$ cat src/rtl/blk_fp_pkg.sv
// ---------------------------------------------------------------------------
// blk_fp_pkg : shared types and shift-selection helpers for block-FP planning
// Revision   : 1.0
// ---------------------------------------------------------------------------
`default_nettype none

package blk_fp_pkg;

   localparam int DEF_IN_W  = 16;
   localparam int DEF_OUT_W = 8;
   localparam int MAX_SHIFT = DEF_IN_W - DEF_OUT_W + 1;

   typedef enum logic [1:0] {
      FILL  = 2'd0,
      CALC  = 2'd1,
      DRAIN = 2'd2
   } state_e;

   function automatic logic [7:0] bitlen(input logic [31:0] value);
      logic [7:0] len;
      len = 8'd0;
      for (int i = 0; i < 32; i++) begin
         if (value[i]) len = 8'(i + 1);
      end
      return len;
   endfunction

   // Wide intermediate keeps the rounding carry out of the top sample bit.
   function automatic logic [7:0] shift_for_max(input logic [31:0] max_v,
                                                input logic [7:0]  len,
                                                input int unsigned out_w);
      logic [7:0]  s0;
      logic [63:0] sum;
      logic [63:0] lim;
      s0 = (len > 8'(out_w)) ? len - 8'(out_w) : 8'd0;
      if (s0 == 8'd0) return 8'd0;
      sum = {32'd0, max_v} + (64'd1 << (s0 - 8'd1));
      lim = (64'd1 << out_w) - 64'd1;
      return ((sum >> s0) > lim) ? s0 + 8'd1 : s0;
   endfunction

endpackage

`default_nettype wire

$ cat src/rtl/lead_one_det.sv
// ---------------------------------------------------------------------------
// lead_one_det : combinational priority encoder, returns leading-one index + 1
// Revision     : 1.0
// ---------------------------------------------------------------------------
`default_nettype none

module lead_one_det #(
   parameter int W     = 16,
   parameter int LEN_W = $clog2(W + 1)
) (
   input  logic [W-1:0]     value_i,
   output logic [LEN_W-1:0] len_o
);

   always_comb begin
      len_o = '0;
      for (int i = 0; i < W; i++) begin
         if (value_i[i]) len_o = LEN_W'(i + 1);
      end
   end

endmodule

`default_nettype wire

$ cat src/rtl/block_exp_shift.sv
// ---------------------------------------------------------------------------
// block_exp_shift : buffers a block, picks one shared rounding shift, replays it
// Revision        : 1.0
// ---------------------------------------------------------------------------
`default_nettype none

module block_exp_shift
   import blk_fp_pkg::*;
#(
   parameter int IN_W    = 16,
   parameter int OUT_W   = 8,
   parameter int BLK_N   = 8,
   parameter int SHIFT_W = $clog2(IN_W - OUT_W + 2)
) (
   input  logic               clk,
   input  logic               rst_b,
   input  logic               in_valid,
   output logic               in_ready,
   input  logic [IN_W-1:0]    in_data,
   output logic               out_valid,
   input  logic               out_ready,
   output logic [IN_W-1:0]    out_data,
   output logic [SHIFT_W-1:0] out_shift,
   output logic               out_first,
   output logic               out_last
);

   localparam int              CNT_W    = $clog2(BLK_N);
   localparam int              LEN_W    = $clog2(IN_W + 1);
   localparam logic [CNT_W-1:0] LAST_IDX = CNT_W'(BLK_N - 1);

   state_e              state_q;
   logic [CNT_W-1:0]    cnt_q;
   logic [CNT_W-1:0]    cnt_d;
   logic [IN_W-1:0]     max_q;
   logic [IN_W-1:0]     max_d;
   logic [IN_W-1:0]     sample_q [BLK_N];
   logic [LEN_W-1:0]    len;
   logic [SHIFT_W-1:0]  shift_d;

   logic                in_ready_q;
   logic                out_valid_q;
   logic [IN_W-1:0]     out_data_q;
   logic [SHIFT_W-1:0]  out_shift_q;
   logic                out_first_q;
   logic                out_last_q;

   lead_one_det #(
      .W     (IN_W),
      .LEN_W (LEN_W)
   ) u_lod (
      .value_i (max_q),
      .len_o   (len)
   );

   assign cnt_d   = cnt_q + 1'b1;
   assign max_d   = (in_data > max_q) ? in_data : max_q;
   assign shift_d = SHIFT_W'(shift_for_max(32'(max_q), 8'(len), OUT_W));

   // cnt_q is the fill pointer in FILL and the replay index in DRAIN.
   always_ff @(posedge clk or negedge rst_b) begin
      if (!rst_b) begin
         state_q     <= FILL;
         cnt_q       <= '0;
         max_q       <= '0;
         for (int i = 0; i < BLK_N; i++) sample_q[i] <= '0;
         in_ready_q  <= 1'b1;
         out_valid_q <= 1'b0;
         out_data_q  <= '0;
         out_shift_q <= '0;
         out_first_q <= 1'b0;
         out_last_q  <= 1'b0;
      end else begin
         case (state_q)
            FILL: begin
               if (in_valid) begin
                  sample_q[cnt_q] <= in_data;
                  max_q           <= max_d;
                  if (cnt_q == LAST_IDX) begin
                     cnt_q      <= '0;
                     in_ready_q <= 1'b0;
                     state_q    <= CALC;
                  end else begin
                     cnt_q <= cnt_d;
                  end
               end
            end
            CALC: begin
               out_shift_q <= shift_d;
               out_valid_q <= 1'b1;
               out_data_q  <= sample_q[0];
               out_first_q <= 1'b1;
               out_last_q  <= 1'b0;
               state_q     <= DRAIN;
            end
            DRAIN: begin
               if (out_ready) begin
                  if (cnt_q == LAST_IDX) begin
                     cnt_q       <= '0;
                     max_q       <= '0;
                     out_valid_q <= 1'b0;
                     out_first_q <= 1'b0;
                     out_last_q  <= 1'b0;
                     in_ready_q  <= 1'b1;
                     state_q     <= FILL;
                  end else begin
                     cnt_q       <= cnt_d;
                     out_data_q  <= sample_q[cnt_d];
                     out_first_q <= 1'b0;
                     out_last_q  <= (cnt_d == LAST_IDX);
                  end
               end
            end
            default: state_q <= FILL;
         endcase
      end
   end

   assign in_ready  = in_ready_q;
   assign out_valid = out_valid_q;
   assign out_data  = out_data_q;
   assign out_shift = out_shift_q;
   assign out_first = out_first_q;
   assign out_last  = out_last_q;

endmodule

`default_nettype wire

$ cat config.mk
export PLATFORM = sky130hd
export DESIGN_NAME = block_exp_shift
export DESIGN_NICKNAME = d
export VERILOG_FILES = /design/src/rtl/blk_fp_pkg.sv /design/src/rtl/lead_one_det.sv /design/src/rtl/block_exp_shift.sv
export SDC_FILE = /design/constraint.sdc
export NUM_CORES = 1
export LEC_CHECK = 0
export BUFFER_PORTS_ARGS = -buffer_cell sky130_fd_sc_hd__clkbuf_2
export CAP_MARGIN = 20
export CORE_UTILIZATION = 55
export DETAILED_ROUTE_END_ITERATION = 10
export PLACE_DENSITY = 0.75
export SLEW_MARGIN = 20
export SYNTH_ARGS = -nofsm -noshare
export SYNTH_HDL_FRONTEND = slang
export SYNTH_SLANG_ARGS = --single-unit
$ cat constraint.sdc
create_clock -name clk -period 4.6 [get_ports clk]
set_input_delay 1.15 -clock clk [delete_from_list [all_inputs] [get_ports clk]]
set_output_delay 1.15 -clock clk [all_outputs]
set_load 0.01 [all_outputs]
# Word level (Yosys, flattened, before mapping)
# Cells that the tools add are included.
# classes
addsub,5
n_lt_le_gt_ge,6
eq_ne,10
n_shift,2
mux,56
n_bitwise,2
reduce_logical,13
# op_table
cell,n
$mux 16,9
$bwmux 128,1
$add 16x64->64,1
$gt 64x8->1 const B,1
$pmux 16 s2,2
$shl 1x8->64 const A,1
$shr 64x8->64,1
$bmux 16 s3,1
$demux 16 s3,1
$mux 4,11
$mux 3,7
$gt 16x16->1,1
$mux 2,6
$ne 2x2->1 const B,6
$mux 1,10
$reduce_and 5->1,2
$reduce_and 3->1,3
$ge 4x4->1 const B,2
$logic_not 8->1,1
$mux 8,1
$not 3->4,2
$pmux 1 s2,4
$sub 8x1->8 const B,1
$eq 3x3->1 const B,2
other kinds (15),17
# word_totals
ff_bits,173
in_bits,20
out_inout_bits,24
elab_cells,111

# Longest topological paths before layout
# logic_depth
ltp_word,25
ltp_mapped,22
ltp_nobuf,20

# By module
# A second synthesis with hierarchy kept.
# hier_totals
hier_cells,989
area_unflattened_um2,9715.6
# by_module_without_submodules
module,instances,cells_per_inst,area_per_inst_um2,seq_area_each_um2
block_exp_shift,1,962,9552.9,4330.4
lead_one_det,1,27,162.7,0.0

# Worst setup path after synthesis
# OpenSTA, ideal clock, no wires.
# synth_path
kind,register to register
startpoint,reg max_q[1]
endpoint,reg out_shift_q[2] (netlist: out_shift[2])
setup_ns,0.133
arrival_time_ns,4.533
required_ns,4.467
slack_ns,-0.066
stages_incl_launch_ff,23
n_path_buf,2
synth_period_minus_slack_ns,4.666
cell_sequence,dfrtp_1 > nand2b_1 > a221oi_1 > o21ai_1 > a211o_1 > clkbuf_8 > clkbuf_8 > ha_1 > inv_1 > nor4b_1 > ha_1 > inv_1 > fa_1 > nor2b_1 > o31ai_1 > a21oi_2 > a41oi_2 > mux2i_1 > a221o_1 > o41ai_2 > o21ai_1 > nor3_1 > nor3_2
# synth_between
elab_chain_cells,24
word_cells_on_any_way,28
cone_classes,add/sub: 4; order compare: 2; shift: 2; mux: 19; reduce/logical: 1
# synth_rtl
item,line,text
from (decl),block_exp_shift.sv:35,logic [IN_W-1:0] max_q;
from (signal assigned),block_exp_shift.sv:78,max_q <= max_d;
$mux 2 (2 in a row),lead_one_det.sv:18,if (value_i[i]) len_o = LEN_W'(i + 1);
$mux 3 (4 in a row),lead_one_det.sv:18,
$mux 4 (8 in a row),lead_one_det.sv:18,
$mux 5,lead_one_det.sv:18,
$sub 5x4->6 or $gt 5x4->1 (tied branches),blk_fp_pkg.sv:35,s0 = (len > 8'(out_w)) ? len - 8'(out_w) : 8'd0;
$mux 8,blk_fp_pkg.sv:35,
$sub 8x1->8,blk_fp_pkg.sv:37,"sum = {32'd0, max_v} + (64'd1 << (s0 - 8'd1));"
$shl 1x8->64,blk_fp_pkg.sv:37,
$add 16x64->64,blk_fp_pkg.sv:37,
$shr 64x8->64,blk_fp_pkg.sv:39,return ((sum >> s0) > lim) ? s0 + 8'd1 : s0;
$gt 64x8->1,blk_fp_pkg.sv:39,
$mux 4,blk_fp_pkg.sv:39,
$mux 4 *,blk_fp_pkg.sv:37,
to (signal assigned),block_exp_shift.sv:89,out_shift_q <= shift_d;
to (decl),block_exp_shift.sv:44,logic [SHIFT_W-1:0] out_shift_q;
# Mark *: on every way between the ends. The rest lies on a longest branch, timed or not.
# A chain may end at the register's enable or synchronous reset.

# Final worst setup path
# layout_path
startpoint,reg max_q[4]
endpoint,reg out_shift_q[0] (netlist: out_shift[0])
# layout_between
elab_chain_cells,21
word_cells_on_any_way,25
cone_classes,add/sub: 4; order compare: 2; shift: 2; mux: 16; reduce/logical: 1
# layout_rtl
item,line
$mux 3 (3 in a row),lead_one_det.sv:18
$mux 4 (8 in a row),lead_one_det.sv:18
$mux 5,lead_one_det.sv:18
$sub 5x4->6 or $gt 5x4->1 (tied branches),blk_fp_pkg.sv:35
$mux 8,blk_fp_pkg.sv:35
$sub 8x1->8,blk_fp_pkg.sv:37
$shl 1x8->64,blk_fp_pkg.sv:37
$add 16x64->64,blk_fp_pkg.sv:37
$shr 64x8->64,blk_fp_pkg.sv:39
$gt 64x8->1,blk_fp_pkg.sv:39
$mux 4,blk_fp_pkg.sv:39
$mux 4 *,blk_fp_pkg.sv:37
# Marks and branches as above.

==> impl_metrics.env <==
export IMPL_max_freq_mhz=211
export IMPL_die_h_um=133
export IMPL_start_kind="flip-flop"
export IMPL_r2r_start="max_q[4]$_DFFE_PN0P_"
export IMPL_die_w_um=133
export IMPL_layout_area_seq_um2=4340
export IMPL_critPathCaptureType="flip-flop"
export IMPL_min_period_over_period_pct=103
export IMPL_p_leak_nw=5.02
export IMPL_synth_area_um2=9490
export IMPL_ir_worst_vdd_mv=0.852
export IMPL_io_pins=44
export IMPL_cts_tree="done"
export IMPL_cp_data_required_time_ps=4900
export IMPL_synth_top_cell_by_area="dfrtp_1"
export IMPL_rsz0062_at_grt="true"
export IMPL_yosysTopAreaCellShare_pct=45.3
export IMPL_ys_seq_area_share_pct=45.6
export IMPL_antenna_found_initial=0
export IMPL_worstPathArrival_ps=5040
export IMPL_drive_gt1_share_pct=38.8
export IMPL_clk_latency_ps=420
export IMPL_final_common_cell="dfrtp_1"
export IMPL_drc=0
export IMPL_grt_ovfl_total=0
export IMPL_area_delta_synth_final_pct=17.2
export IMPL_vias=6814
export IMPL_wirelength_um=22900
export IMPL_synthArstFlopShare_pct=100
export IMPL_ys_flop_type="dfrtp_1"
export IMPL_outcome="finished with violations"
export IMPL_worstPathMaxFanout=4
export IMPL_cts_inserted_buffers=17
export IMPL_cts_sink_count=173
export IMPL_muxShareOfSynthArea_pct=24.3
export IMPL_synth_compound_area_share_pct=11.8
export IMPL_first_pass_iters=5
export IMPL_grt_pass1_vias=7092
export IMPL_hold_depth=2
export IMPL_dieArea_um2=17800
export IMPL_grt_pass1_wl_um=37100
export IMPL_fin_skew_ps=6.35
export IMPL_violations="negative setup slack"
export IMPL_yosysWarnings=0
export IMPL_synthAdderAreaFrac_pct=5.22
export IMPL_synth_edf_count=0
export IMPL_fin_area_um2=11100
export IMPL_drt_iter0_drc=414
export IMPL_hold_class="reg -> reg"
export IMPL_start_util_pct=56.8
export IMPL_wl_per_cell_um=20.6
export IMPL_avgViaCountPerCell=6.16
export IMPL_min_period_ps=4730
export IMPL_synthXorXnorAreaFrac_pct=0.554
export IMPL_setup_ws_ps=-132
export IMPL_finalSetupViolCount=4
export IMPL_hpwlAfterDp_um=15200
export IMPL_ys_ff_latch=173
export IMPL_ant_nets=0
export IMPL_final_cell_mix="168 x dfrtp_1, 124 x mux2_2, 71 x nand2_1"
export IMPL_rr_endpoint="out_shift[0]$_DFFE_PN0P_"
export IMPL_power_density_nw_per_um2=863
export IMPL_hold_path_end="out_data[0]$_DFFE_PN0P_"
export IMPL_ctsLongestPathBuffers=2
export IMPL_rows=47
export IMPL_path_class="reg -> reg"
export IMPL_syn_area_per_cell_um2=11.9
export IMPL_grt_max_degree=65
export IMPL_gp_congestion=0.893
export IMPL_cts_root_buffer="clkbuf_16"
export IMPL_fin_nets=934
export IMPL_reg2reg_setup_slack_ps=-130
export IMPL_finalSetupTns_ps=-383
export IMPL_synth_top_family_by_area="multiplexers"
export IMPL_clk_pin_slew_ps=60
export IMPL_grt_use_total_pct=27.1
export IMPL_multiInputGateArea_um2=5180
export IMPL_antenna_cells=0
export IMPL_synthSimpleGateAreaFrac_pct=8.91
export IMPL_drv_slew=0
export IMPL_n_fill_cell=1197
export IMPL_r2r_cells=20
export IMPL_hp_start="out_data[0]$_DFFE_PN0P_"
export IMPL_core_um2=16700
export IMPL_ys_top_cells_by_area="dfrtp_1 45%, mux2_2 15%, mux4_2 7.6%"
export IMPL_placed_area_um2=10100
export IMPL_yosysUniqueCellTypes=79
export IMPL_maxCapViolations=0
export IMPL_slew_headroom_pct=24.3
export IMPL_utilization_pct=66.6
export IMPL_hold_viol_final=0
export IMPL_whs_ps=481
export IMPL_port_buffers=43
export IMPL_place_ws_ps=-263
export IMPL_tightestPinTransition_ps=1140
export IMPL_synth_cells=799
export IMPL_htreeDepth=4
[per-stage QoR]
stage               total power, mW  cells
detailed placement             7.37   1066
finish                         9.60   1107
CTS                            9.24   1103
global placement               7.17   1066
floorplan                      6.09    806
global route                   10.2   1107
[registers in the layout (all words and copies together), names as in the netlist]
signal / flops
out_last: 1
out_valid: 1
out_data: 16
out_shift: 4
out_first: 1
sample_q: 128
max_q: 16
state_q: 2
cnt_q: 3
in_ready: 1
[worst max-delay path, cell delays in order, from the launching register on]
cell and delay (ps):
dfrtp_1 390, inv_2 70, a221oi_4 300, o21ai_2 100, a211o_4 370, ha_4 320, inv_4 40, buf_4 130
nor4_1 350, ha_1 290, a211o_1 170, a41oi_2 60, buf_4 170, a211oi_1 240, a31oi_1 130, xnor2_1 190
mux2_2 340, o41ai_4 410, o21a_2 220, a41oi_2 130, a2bb2oi_2 150
[synth_stat cells, types with 3 or more instances]
| library cell | count |
|---|---|
| dfrtp_1 | 172 |
| mux2_2 | 124 |
| nand2_1 | 71 |
| o21ai_0 | 51 |
| ha_1 | 38 |
| mux4_2 | 32 |
| nor2_1 | 30 |
| inv_1 | 29 |
| clkbuf_1 | 27 |
| mux2i_1 | 19 |
| a21oi_1 | 18 |
| a22o_1 | 16 |
| a21o_1 | 14 |
| nand3_1 | 13 |
| a31oi_1 | 10 |
| nand4_1 | 7 |
| nor3_1 | 7 |
| nor4_1 | 7 |
| buf_1 | 6 |
| nor2b_1 | 6 |
| and3_1 | 5 |
| a211o_1 | 4 |
| and2_1 | 4 |
| nand2b_1 | 4 |
| o21a_1 | 4 |
| a211oi_1 | 3 |
| a41oi_2 | 3 |
| and4_1 | 3 |
| clkbuf_8 | 3 |
| o31ai_1 | 3 |
| or2_2 | 3 |
| xnor2_1 | 3 |
| xor2_1 | 3 |
[per-layer routing]
layer	vias up	wire length, µm	GRT usage (%)
met5	-	0	0
met4	0	235	6.12
met3	23	873	5.71
met2	171	11700	46.7
met1	3499	10100	35.3
li1	3121	-	-
[how the worst max path moves through the flow]
stage	start	cells past startpoint	endpoint	slack, ps
6_report	max_q[4]$_DFFE_PN0P_	20	out_shift[0]$_DFFE_PN0P_	-130
5_1_grt	max_q[4]$_DFFE_PN0P_	21	out_shift[2]$_DFFE_PN0P_	-250
4_1_cts	max_q[1]$_DFFE_PN0P_	21	out_shift[0]$_DFFE_PN0P_	-140
3_5_place_dp	max_q[1]$_DFFE_PN0P_	20	out_shift[3]$_DFFE_PN0P_	-260
3_3_place_gp	max_q[1]$_DFFE_PN0P_	20	out_shift[1]$_DFFE_PN0P_	-90
2_1_floorplan	max_q[1]$_DFFE_PN0P_	22	out_shift[0]$_DFFE_PN0P_	20
[what timing repair did]
item                                   CTS  global route
hold buffers                             0             0
setup endpoints to repair                4             4
gates cloned                             0             0
buffers inserted                         6             4
gates resized for setup                 29            29
pin swaps                               15            15
endpoints found under the hold margin    0             0
[power by group]
part / switching, mW / internal [mW] / total [mW]
Combinational: 2.74 / 2.65 / 5.39
Clock: 0.580 / 0.922 / 1.50
Sequential: 0.459 / 2.25 / 2.70
Total: 3.78 / 5.82 / 9.60
[cell type report]
cell class	instances	area share (%)
inverter	29	1.00
sequential	173	39.0
clock inverter	10	1.45
clock buffer	21	4.05
multi-input combinational	560	46.5
tap	220	2.47
timing repair buffer	94	5.50
[cells by family after synthesis]
kind of cell | after synthesis
fa+ha+maj | 39
buf+inv | 73
compound gates | 160
mux | 175
xor+xnor | 6
simple gates | 172
flops | 173
other cells | 1
Power figures use the tool's default switching activity.
